File: src/rtl/core_pkg.sv
// Shared definitions for the memory stage: FSM state type, bus-timeout default and
// register-address width.
package core_pkg;

    localparam int unsigned BUS_TIMEOUT_DEFAULT = 16;
    localparam int unsigned REG_ADDR_W          = 5;

    typedef enum logic [0:0] {
        StIdle,
        StBusy
    } mem_state_e;

endpackage

File: src/rtl/memwb_register.sv
// MEM/WB pipeline register.
// Ports:
//   clk_i, reset_i   - clock, synchronous active-high reset
//   load_i           - capture new contents this edge (otherwise hold)
//   bubble_i         - when loading, insert an empty slot instead of the inputs
//   regwr_i, regdst_addr_i, wdata_i, pc_i - incoming write-back fields
//   regwr_o, regdst_addr_o, wdata_o, pc_o - registered write-back fields
module memwb_register
    import core_pkg::*;
(
    input  logic                  clk_i,
    input  logic                  reset_i,
    input  logic                  load_i,
    input  logic                  bubble_i,
    input  logic                  regwr_i,
    input  logic [REG_ADDR_W-1:0] regdst_addr_i,
    input  logic [31:0]           wdata_i,
    input  logic [31:0]           pc_i,
    output logic                  regwr_o,
    output logic [REG_ADDR_W-1:0] regdst_addr_o,
    output logic [31:0]           wdata_o,
    output logic [31:0]           pc_o
);

    logic                  regwr_q;
    logic [REG_ADDR_W-1:0] regdst_addr_q;
    logic [31:0]           wdata_q;
    logic [31:0]           pc_q;

    // A bubble clears every field so the slot is fully inert downstream.
    always_ff @(posedge clk_i) begin
        if (reset_i || (load_i && bubble_i)) begin
            regwr_q       <= 1'b0;
            regdst_addr_q <= '0;
            wdata_q       <= '0;
            pc_q          <= '0;
        end else if (load_i) begin
            regwr_q       <= regwr_i;
            regdst_addr_q <= regdst_addr_i;
            wdata_q       <= wdata_i;
            pc_q          <= pc_i;
        end
    end

    assign regwr_o       = regwr_q;
    assign regdst_addr_o = regdst_addr_q;
    assign wdata_o       = wdata_q;
    assign pc_o          = pc_q;

endmodule

File: src/rtl/mem_stage.sv
// Pipeline memory stage: runs data-bus loads/stores through an IDLE/BUSY FSM with a bus
// timeout, stalls upstream while an access is outstanding, and feeds the MEM/WB register.
// Optional feature macro: MEM_ALIGN_CHECK_EN (misaligned accesses raise an exception
// instead of going to the bus; when undefined the bus address low bits are forced to 0).
// Ports:
//   clk, reset                   - clock, synchronous active-high reset
//   mem_*                        - EX/MEM instruction fields
//   dbus_req/we/addr/wdata       - data bus request side
//   dbus_ack/rdata               - data bus response side
//   mem_stall                    - freeze upstream stages
//   wb_*                         - MEM/WB register outputs
//   mem_exc, mem_badaddr         - bus/alignment exception pulse and faulting address
module mem_stage
    import core_pkg::*;
#(
    parameter int unsigned BUS_TIMEOUT = BUS_TIMEOUT_DEFAULT
) (
    input  logic                  clk,
    input  logic                  reset,
    input  logic                  mem_regwr,
    input  logic                  mem_dmen,
    input  logic                  mem_memtoreg,
    input  logic                  mem_memwr,
    input  logic [31:0]           mem_result,
    input  logic [31:0]           mem_rt,
    input  logic [REG_ADDR_W-1:0] mem_regdst_addr,
    input  logic [31:0]           mem_pc_i,
    output logic                  dbus_req,
    output logic                  dbus_we,
    output logic [31:0]           dbus_addr,
    output logic [31:0]           dbus_wdata,
    input  logic                  dbus_ack,
    input  logic [31:0]           dbus_rdata,
    output logic                  mem_stall,
    output logic                  wb_regwr,
    output logic [REG_ADDR_W-1:0] wb_regdst_addr,
    output logic [31:0]           wb_wdata,
    output logic [31:0]           wb_pc_o,
    output logic                  mem_exc,
    output logic [31:0]           mem_badaddr
);

    localparam int unsigned    CntW    = $clog2(BUS_TIMEOUT) + 1;
    localparam logic [CntW-1:0] CntLast = CntW'(BUS_TIMEOUT - 1);

    mem_state_e      state_q, state_d;
    logic [CntW-1:0] cnt_q, cnt_d;
    logic [31:0]     addr_q, addr_d;
    logic [31:0]     wdata_q, wdata_d;
    logic            we_q, we_d;
    logic            exc_q, exc_d;
    logic [31:0]     badaddr_q, badaddr_d;

    logic            stall;
    logic            wb_load;
    logic            wb_bubble;
    logic            misaligned;
    logic [31:0]     wb_wdata_in;

`ifdef MEM_ALIGN_CHECK_EN
    assign misaligned = (mem_result[1:0] != 2'b00);
    assign dbus_addr  = addr_q;
`else
    assign misaligned = 1'b0;
    assign dbus_addr  = {addr_q[31:2], 2'b00};
`endif

    always_comb begin
        state_d   = state_q;
        cnt_d     = cnt_q;
        addr_d    = addr_q;
        wdata_d   = wdata_q;
        we_d      = we_q;
        exc_d     = 1'b0;
        badaddr_d = badaddr_q;
        stall     = 1'b0;
        wb_load   = 1'b0;
        wb_bubble = 1'b0;
        unique case (state_q)
            StIdle: begin
                cnt_d   = '0;
                wb_load = 1'b1;
                if (mem_dmen) begin
                    wb_bubble = 1'b1;
                    if (misaligned) begin
                        exc_d     = 1'b1;
                        badaddr_d = mem_result;
                    end else begin
                        stall   = 1'b1;
                        addr_d  = mem_result;
                        wdata_d = mem_rt;
                        we_d    = mem_memwr;
                        state_d = StBusy;
                    end
                end
            end
            StBusy: begin
                // Ack has priority over the final timeout cycle.
                if (dbus_ack) begin
                    wb_load = 1'b1;
                    state_d = StIdle;
                end else if (cnt_q == CntLast) begin
                    wb_load   = 1'b1;
                    wb_bubble = 1'b1;
                    exc_d     = 1'b1;
                    badaddr_d = addr_q;
                    state_d   = StIdle;
                end else begin
                    stall = 1'b1;
                    cnt_d = cnt_q + CntW'(1);
                end
            end
        endcase
    end

    always_ff @(posedge clk) begin
        if (reset) begin
            state_q   <= StIdle;
            cnt_q     <= '0;
            addr_q    <= '0;
            wdata_q   <= '0;
            we_q      <= 1'b0;
            exc_q     <= 1'b0;
            badaddr_q <= '0;
        end else begin
            state_q   <= state_d;
            cnt_q     <= cnt_d;
            addr_q    <= addr_d;
            wdata_q   <= wdata_d;
            we_q      <= we_d;
            exc_q     <= exc_d;
            badaddr_q <= badaddr_d;
        end
    end

    // Read data only selected while an access is in flight, so a stray ack is ignored.
    assign wb_wdata_in = (state_q == StBusy && mem_memtoreg) ? dbus_rdata : mem_result;

    memwb_register u_memwb (
        .clk_i         (clk),
        .reset_i       (reset),
        .load_i        (wb_load),
        .bubble_i      (wb_bubble),
        .regwr_i       (mem_regwr),
        .regdst_addr_i (mem_regdst_addr),
        .wdata_i       (wb_wdata_in),
        .pc_i          (mem_pc_i),
        .regwr_o       (wb_regwr),
        .regdst_addr_o (wb_regdst_addr),
        .wdata_o       (wb_wdata),
        .pc_o          (wb_pc_o)
    );

    // Stall is combinational; masked during reset so all outputs read 0.
    assign mem_stall   = stall & ~reset;
    assign dbus_req    = (state_q == StBusy);
    assign dbus_we     = we_q;
    assign dbus_wdata  = wdata_q;
    assign mem_exc     = exc_q;
    assign mem_badaddr = badaddr_q;

endmodule
File: config.mk
export PLATFORM = sky130hd
export DESIGN_NAME = mem_stage
export DESIGN_NICKNAME = d
export VERILOG_FILES = /design/src/rtl/core_pkg.sv /design/src/rtl/memwb_register.sv /design/src/rtl/mem_stage.sv
export SDC_FILE = /design/constraint.sdc
export NUM_CORES = 1
export LEC_CHECK = 0
export ABC_AREA = 1
export BUFFER_PORTS_ARGS = -buffer_cell sky130_fd_sc_hd__buf_2
export CORE_MARGIN = 2
export CORE_UTILIZATION = 30
export DETAILED_ROUTE_END_ITERATION = 10
export MAX_ROUTING_LAYER = met4
export SLEW_MARGIN = 15
export SYNTH_ARGS = -nofsm -noshare
export SYNTH_HDL_FRONTEND = slang
export SYNTH_SLANG_ARGS = --single-unit
File: constraint.sdc
create_clock -name clk -period 1.5 [get_ports clk]
set_input_delay 0 -clock clk [delete_from_list [all_inputs] [get_ports clk]]
set_output_delay 0 -clock clk [all_outputs]
set_load 0.005 [all_outputs]
==> flow_summary.toml, run 1 <==
[sta]
max_slew_margin_pct = 54.8
hold_viol_final = 0
tightestPinTransition_ns = 0.678
fin_ws_ns = -0.274
setup_viol = 108
rsz0062_at_grt = "yes"
period_minus_slack_ns = 1.77
drv_slew = 0
post-route-period-util_pct = 118
max_freq_mhz = 564
hold_ws_ns = 0.0481
fin_skew_ns = 0.0130

[route]
ant_nets = 0
drc_errors = 0
wl_mm = 29.0
drt-wirelength-per-cell_um = 16.9
first_iter_violations = 614
viasPerCell = 4.83
drt_pre_antenna_iters = 6
via_count = 8310

[die]
die_area_sq_um = 25900
pin_count = 310
start_util_pct = 30.5
core.rowCount = 57
die_x_um = 161
core_area_sq_um = 24200
die_h_um = 161

[power]
p_int_mw = 8.07
combPwrFrac_pct = 17.2
sw_frac_of_total_pct = 29.0
p_clk_share_pct = 38.9
max-vdd-ir-drop_mv = 0.552
power_mw = 11.4
power_switching_mw = 3.30
leakage_nw = 5.43
cellPowerDensity_nw_per_um2 = 946
seqPwrFrac_pct = 43.9

[flow_run]
cap_violations = 0

[cells_and_area]
multi_input_area_sq_um = 3560
fin_nets = 1525
seqCellArea_sq_um = 3490
final_cell_mix = "buf_2, nand2_1, dfxtp_1, dlygate4sd3_1, a21oi_1"
area_growth_pct = 62.8
layout_commonest_cell = "buf_2"
final_area_sq_um = 12000
drive_gt1_share_pct = 35.6
nFillCells = 2261

[synthesis]
synth_top_area_share_pct = 47.2
synthTopCellsByArea = "dfxtp_1, nand2_1, a21oi_1"
ys_ff_latch = 174
yosys_warnings = 0
syn_inst = 968
ys_seq_area_share_pct = 47.2
synthFlopType = "dfxtp_1"
synth_area_sq_um = 7380
synth_edf_count = 0
yosysTopAreaCell = "dfxtp_1"
syn_avg_cell_area_sq_um = 7.63
ys_types = 20
async_flop_share_pct = 0

[global_route]
first_global_vias = 7853
grt_pass1_wl_mm = 42.1
antenna_found_initial = 1
grt_max_degree = 48
use_met2_pct = 34.6
grt-busiest-layer = "met2"
grt.met1_usage_pct = 25.9
globalRouteTotalUtil_pct = 21.0
grt-ovfl-total = 0
grt_use_met3_pct = 3.62

[clock_network]
cts_tree = "built"
worstSkewPairLatency_ns = 0.43
cts_sinks = 174
clk_pin_slew_ns = 0.08
htree_levels = 4
cts_buffers = 17
cts_buffer_depth = 2
cts_root_buf = "clkbuf_16"

[outcome]
status = "finished with violations"
violations = "setup timing"

[critical_path]
startpoint_type = "register"
cp.required_ns = 1.50
path_class = "register to output port"
cp.arrival_ns = 1.77
critical_path.max_fanout = 2
end_kind = "output port"

[placement]
routabilityCongestion = 0.837
port_buffers = 307
place_hpwl_mm = 17.3
place_ws_ns = -0.129
place_area_sq_um = 9120

[hold_path]
hold_class = "input port to register"
-- path summary, 6_finish.rpt --
| kind | startpoint | to | slack [ns] | cells past startpoint |
|---|---|---|---|---|
| setup reg to reg | cnt_q[1] | u_memwb.pc_o[8] | -0.23 | 10 |
| setup / recovery | cnt_q[1] | mem_stall | -0.27 | 9 |
| hold / removal | mem_dmen | addr_q[10] | 0.05 | 5 |
| hold reg to reg | dbus_wdata[31] | dbus_wdata[31] | 0.46 | 2 |
-- power by group through the flow --
stage	combinational [mW]	clock, mW	sequential, mW
3_5_place_dp	1.44	0	5.08
3_3_place_gp	1.42	0	5.08
4_1_cts	1.81	4.53	4.98
2_1_floorplan	0.844	0	5.07
5_1_grt	2.11	4.75	5.02
6_report	1.95	4.42	5.00
-- metal layers --
layer / part of all wire (%) / vias to the layer above
li1: - / 4003
met1: 43 / 3946
met2: 49 / 321
met3: 5.4 / 40
met4: 2.4 / 0
met5: 0 / -
-- registers in the layout, indices dropped and copies added, names as in the netlist --
register and flops:
mem_exc 1, mem_badaddr 32, u_memwb.regwr_o 1, dbus_we 1, addr_q 32, u_memwb.regdst_addr_o 5
u_memwb.wdata_o 32, cnt_q 5, dbus_req 1, u_memwb.pc_o 32, dbus_wdata 32
-- cell families (layout without fill, tap and decap cells) --
group / count (synthesis) / in the layout / synth area share, %
flops: 174 / 174 / 47.2
other cells: 1 / 3 / 0.0508
simple gates: 524 / 524 / 31.7
fa+ha+maj: 3 / 3 / 0.508
buf+inv: 125 / 551 / 9.96
compound gates: 141 / 141 / 10.6
-- area by class of cell --
type                            instances  area share [%]
Clock buffer                           18            3.65
Antenna cell                            1          0.0208
Clock inverter                         14            1.20
Tap cell                              324            3.37
Inverter                                9           0.343
Sequential cell                       174            29.0
Timing Repair Buffer                  510            32.8
Multi-Input combinational cell        670            29.6
-- per-stage QoR --
step	TNS [ns]	std cells	utilization, %
3_5_place_dp	-8.70	1523	37.6
4_1_cts	-11.52	1704	47.0
5_1_grt	-18.96	1720	49.6
2_1_floorplan	0	969	-
6_report	-13.17	1720	49.6
3_3_place_gp	-4.30	1523	37.6
-- repair_timing --
item                                    in CTS  in global routing
resized for setup                           21                 77
hold buffers                               136                  0
pin swaps                                    7                 55
endpoints found under the hold margin      146                  0
gates cloned                                 7                  9
endpoints found under the setup margin     108                110
buffers inserted                             6                  7
-- critical path, cell delays in order, from the launching register on --
cell	delay, ns
dfxtp_2	0.34
ha_4	0.17
nand2_4	0.06
nor2_4	0.04
ha_4	0.17
nor2_4	0.12
nand2_4	0.07
buf_12	0.13
a21oi_2	0.12
buf_2	0.13
-- cells in the mapped netlist (2+ instances only) --
cell	number
nand2_1	277
dfxtp_1	174
a21oi_1	121
nand3_1	105
nor2_1	73
buf_4	42
buf_2	33
nand3b_1	33
nand4_1	32
clkbuf_1	29
a21oi_2	20
buf_6	9
inv_1	7
buf_1	3
ha_1	3
inv_2	2
nor2_8	2
(Power assumes the default switching activity.)
==> run 2: changes to the inputs <==
PLACE_DENSITY_LB_ADDON = 0.3   (was not set)
REMOVE_ABC_BUFFERS = 1   (was not set)
SYNTH_HIERARCHICAL = 1   (was not set)
==> run 2 against run 1 <==
  * The flow still finishes with violations (setup timing)
  * Setup slack got worse by 0.0040 ns
  * Non-clock buffer count decreased by 7
  * Clock skew increased by 0.0013 ns
  * Via count decreased by 9.6%
  * Sequential share of layout area increased by 0.34 points
  * Critical path depth increased by 3
  * Global-route usage decreased by 0.29 points
  * Clock-buffer cell count decreased by 1
  * Area after synthesis decreased by 1.1%
  * Wire length decreased by 7.0%
  * Flip-flop and latch count unchanged
  * Synthesized cell count decreased by 12%
  * Critical path type is now register to register
  * Largest cell class unchanged
==> flow_summary.toml, run 2 <==
[outcome]
status = "finished with violations"
violations = "setup timing"

[clock_network]
worstSkewPairLatency_ns = 0.43
cts_root_buf = "clkbuf_16"
cts_buffer_depth = 2
cts_buffers = 17
cts_sinks = 174
htree_levels = 4
cts_tree = "built"
clk_pin_slew_ns = 0.07

[synthesis]
synthTopCellsByArea = "dfxtp_1, nand2_1, a21oi_2"
async_flop_share_pct = 0
ys_ff_latch = 174
synth_area_sq_um = 7300
ys_seq_area_share_pct = 47.7
synth_top_area_share_pct = 47.7
syn_avg_cell_area_sq_um = 8.56
synth_edf_count = 0
synthTopCellsByCount = "nand2_1, dfxtp_1, nor2_1, a21oi_2, o21ai_0"
synthFlopType = "dfxtp_1"
yosys_warnings = 6
synth_most_common_cell = "nand2_1"
ys_types = 27
syn_inst = 853
yosysTopAreaCell = "dfxtp_1"

[cells_and_area]
area_growth_pct = 62.6
drive_gt1_share_pct = 44.0
instances_no_fill = 1620
layout_commonest_cell = "buf_2"
fin_nets = 1424
final_cell_mix = "buf_2, dfxtp_1, dlygate4sd3_1, nand2_1, nor2_1"

[global_route]
first_global_vias = 7608
globalRouteTotalUtil_pct = 20.7
antenna_found_initial = 2
grt_pass1_wl_mm = 40.5
grt-ovfl-total = 0
grt_max_degree = 53

[critical_path]
r2r_end = "u_memwb/wdata_o[8]"
startpoint_type = "register"
end_kind = "register"
rr_worst_depth = 12
worstReg2RegStart = "cnt_q[0]"
crit_slowest_cell = "dfxtp_2"
crit_chain = "ha_4, nand2_4, nor2_4, ha_4, nor2_4, nand2_4, buf_6, buf_12, clkinv_16, clkbuf_16, nand2_1, a21oi_2"
cp.arrival_ns = 2.10
r2r_slack_ns = -0.28
cp.required_ns = 1.82
cpPeakStageDelay_ns = 0.35
path_class = "register to register"
critical_path.max_fanout = 12

[route]
ant_nets = 0
drt-wirelength-per-cell_um = 16.6
drc_errors = 0
viasPerCell = 4.64
via_count = 7512
first_iter_violations = 414
drt_pre_antenna_iters = 5
wl_mm = 27.0

[power]
power_mw = 11.6
leakage_nw = 5.66
max-vdd-ir-drop_mv = 0.616
cellPowerDensity_nw_per_um2 = 975

[sta]
hold_viol_final = 0
fin_skew_ns = 0.0142
drv_slew = 0
period_minus_slack_ns = 1.78
max_freq_mhz = 562
post-route-period-util_pct = 119
rsz0062_at_grt = "yes"
setup_viol = 107
fin_ws_ns = -0.278

[die]
die_x_um = 160
core.rowCount = 57
core_area_sq_um = 24100
start_util_pct = 30.3
die_h_um = 160
die_area_sq_um = 25600
pin_count = 310

[placement]
port_buffers = 307
place_hpwl_mm = 15.8
routabilityCongestion = 0.785
dp_cells = 1425

[hold_path]
hold_end = "u_memwb/wdata_o[26]"
whs_path_depth = 4
min_from = "dbus_rdata[26]"
hold_class = "input port to register"

[flow_run]
cap_violations = 0
[run 2: changes by cell type in the layout (fill, tap and decap cells not counted), moves of 10 or more]
cell      change
nand3_1      -66
nand2_2      +27
nand3_4      -10
nand2_1     -140
nor2_1       +62
mux2_4       +30
o21ai_0      +64
nand3_2      -25
nand2_4      +19
nand3b_1     -33
a21oi_1      -70
a21oi_2      +35
[run 2: metal layers]
metal  wire, um  vias up  GRT usage, %
li1           -     3630             -
met1      11600     3537          24.5
met2      13000      295          34.6
met3       1620       50          4.52
met4        752        0          7.94
met5          0        -             -
[run 2: metrics by stage]
stage	hold WS [ns]	setup TNS (ns)	utilization (%)	area, sq um	worst slack (ns)
floorplan	0.0276	-294.95	-	6650	-2.62
global placement	0.236	-27.16	37.5	9030	-0.323
detailed placement	0.246	-31.09	37.5	9030	-0.378
CTS	0.00119	-20.87	47.8	11500	-0.268
global route	0.0201	-31.51	49.3	11900	-0.374
finish	0.0102	-22.05	49.3	11900	-0.278
[run 2: repair_timing]
item / in CTS / in global routing
pin swaps: 3 / 4
cloned: 8 / 5
resized for setup: 60 / 54
hold buffers: 136 / 0
buffers inserted: 9 / 4
hold endpoints to repair: 145 / 0
setup endpoints to repair: 105 / 119
[run 2: cells by family (layout without fill, tap and decap cells)]
kind of cell | count (synthesis) | in the layout | share of synthesized area (%)
and+or+nand+nor | 358 | 358 | 19.9
other | 1 | 4 | 0.0514
muxes | 32 | 32 | 6.48
AOI/OAI and AO/OA | 177 | 177 | 15.7
buffers and inverters | 108 | 548 | 9.58
adders and majority gates | 3 | 3 | 0.514
DFF | 174 | 174 | 47.7
[run 2: final cells by class]
type | instances | area, sq um
clock buffer | 17 | 425
fill | 2327 | 12200
inverter | 12 | 71.3
sequential | 174 | 3490
multi-input combinational | 572 | 3420
timing repair buffer | 503 | 3880
tap | 324 | 405
timing repair inverter | 1 | 11.3
antenna | 2 | 5.00
clock inverter | 15 | 166
[run 2: critical path: cells and delay by family (launching register included)]
family,cells,cell delay [ns]
adder cells (fa/ha/maj),2,0.32
flip-flops,1,0.35
AND/OR/NAND/NOR,5,0.38
buffers and inverters,4,0.56
AO/OA/AOI/OAI,1,0.05
[run 2: how the worst max path moves through the flow]
stage          cells after the start             endpoint  startpoint
6_report                          12   u_memwb/wdata_o[8]    cnt_q[0]
3_3_place_gp                      10  u_memwb/wdata_o[25]    cnt_q[0]
3_5_place_dp                      10     u_memwb/pc_o[24]    cnt_q[0]
4_1_cts                            9            mem_stall    cnt_q[0]
5_1_grt                            9            mem_stall    cnt_q[0]
2_1_floorplan                      9      u_memwb/pc_o[0]    cnt_q[0]
[run 2: power by group]
group / leakage (nW) / internal [mW] / switching [mW]
clock network: 0.291 / 2.25 / 2.20
logic: 3.94 / 1.08 / 0.969
registers: 1.43 / 4.89 / 0.188
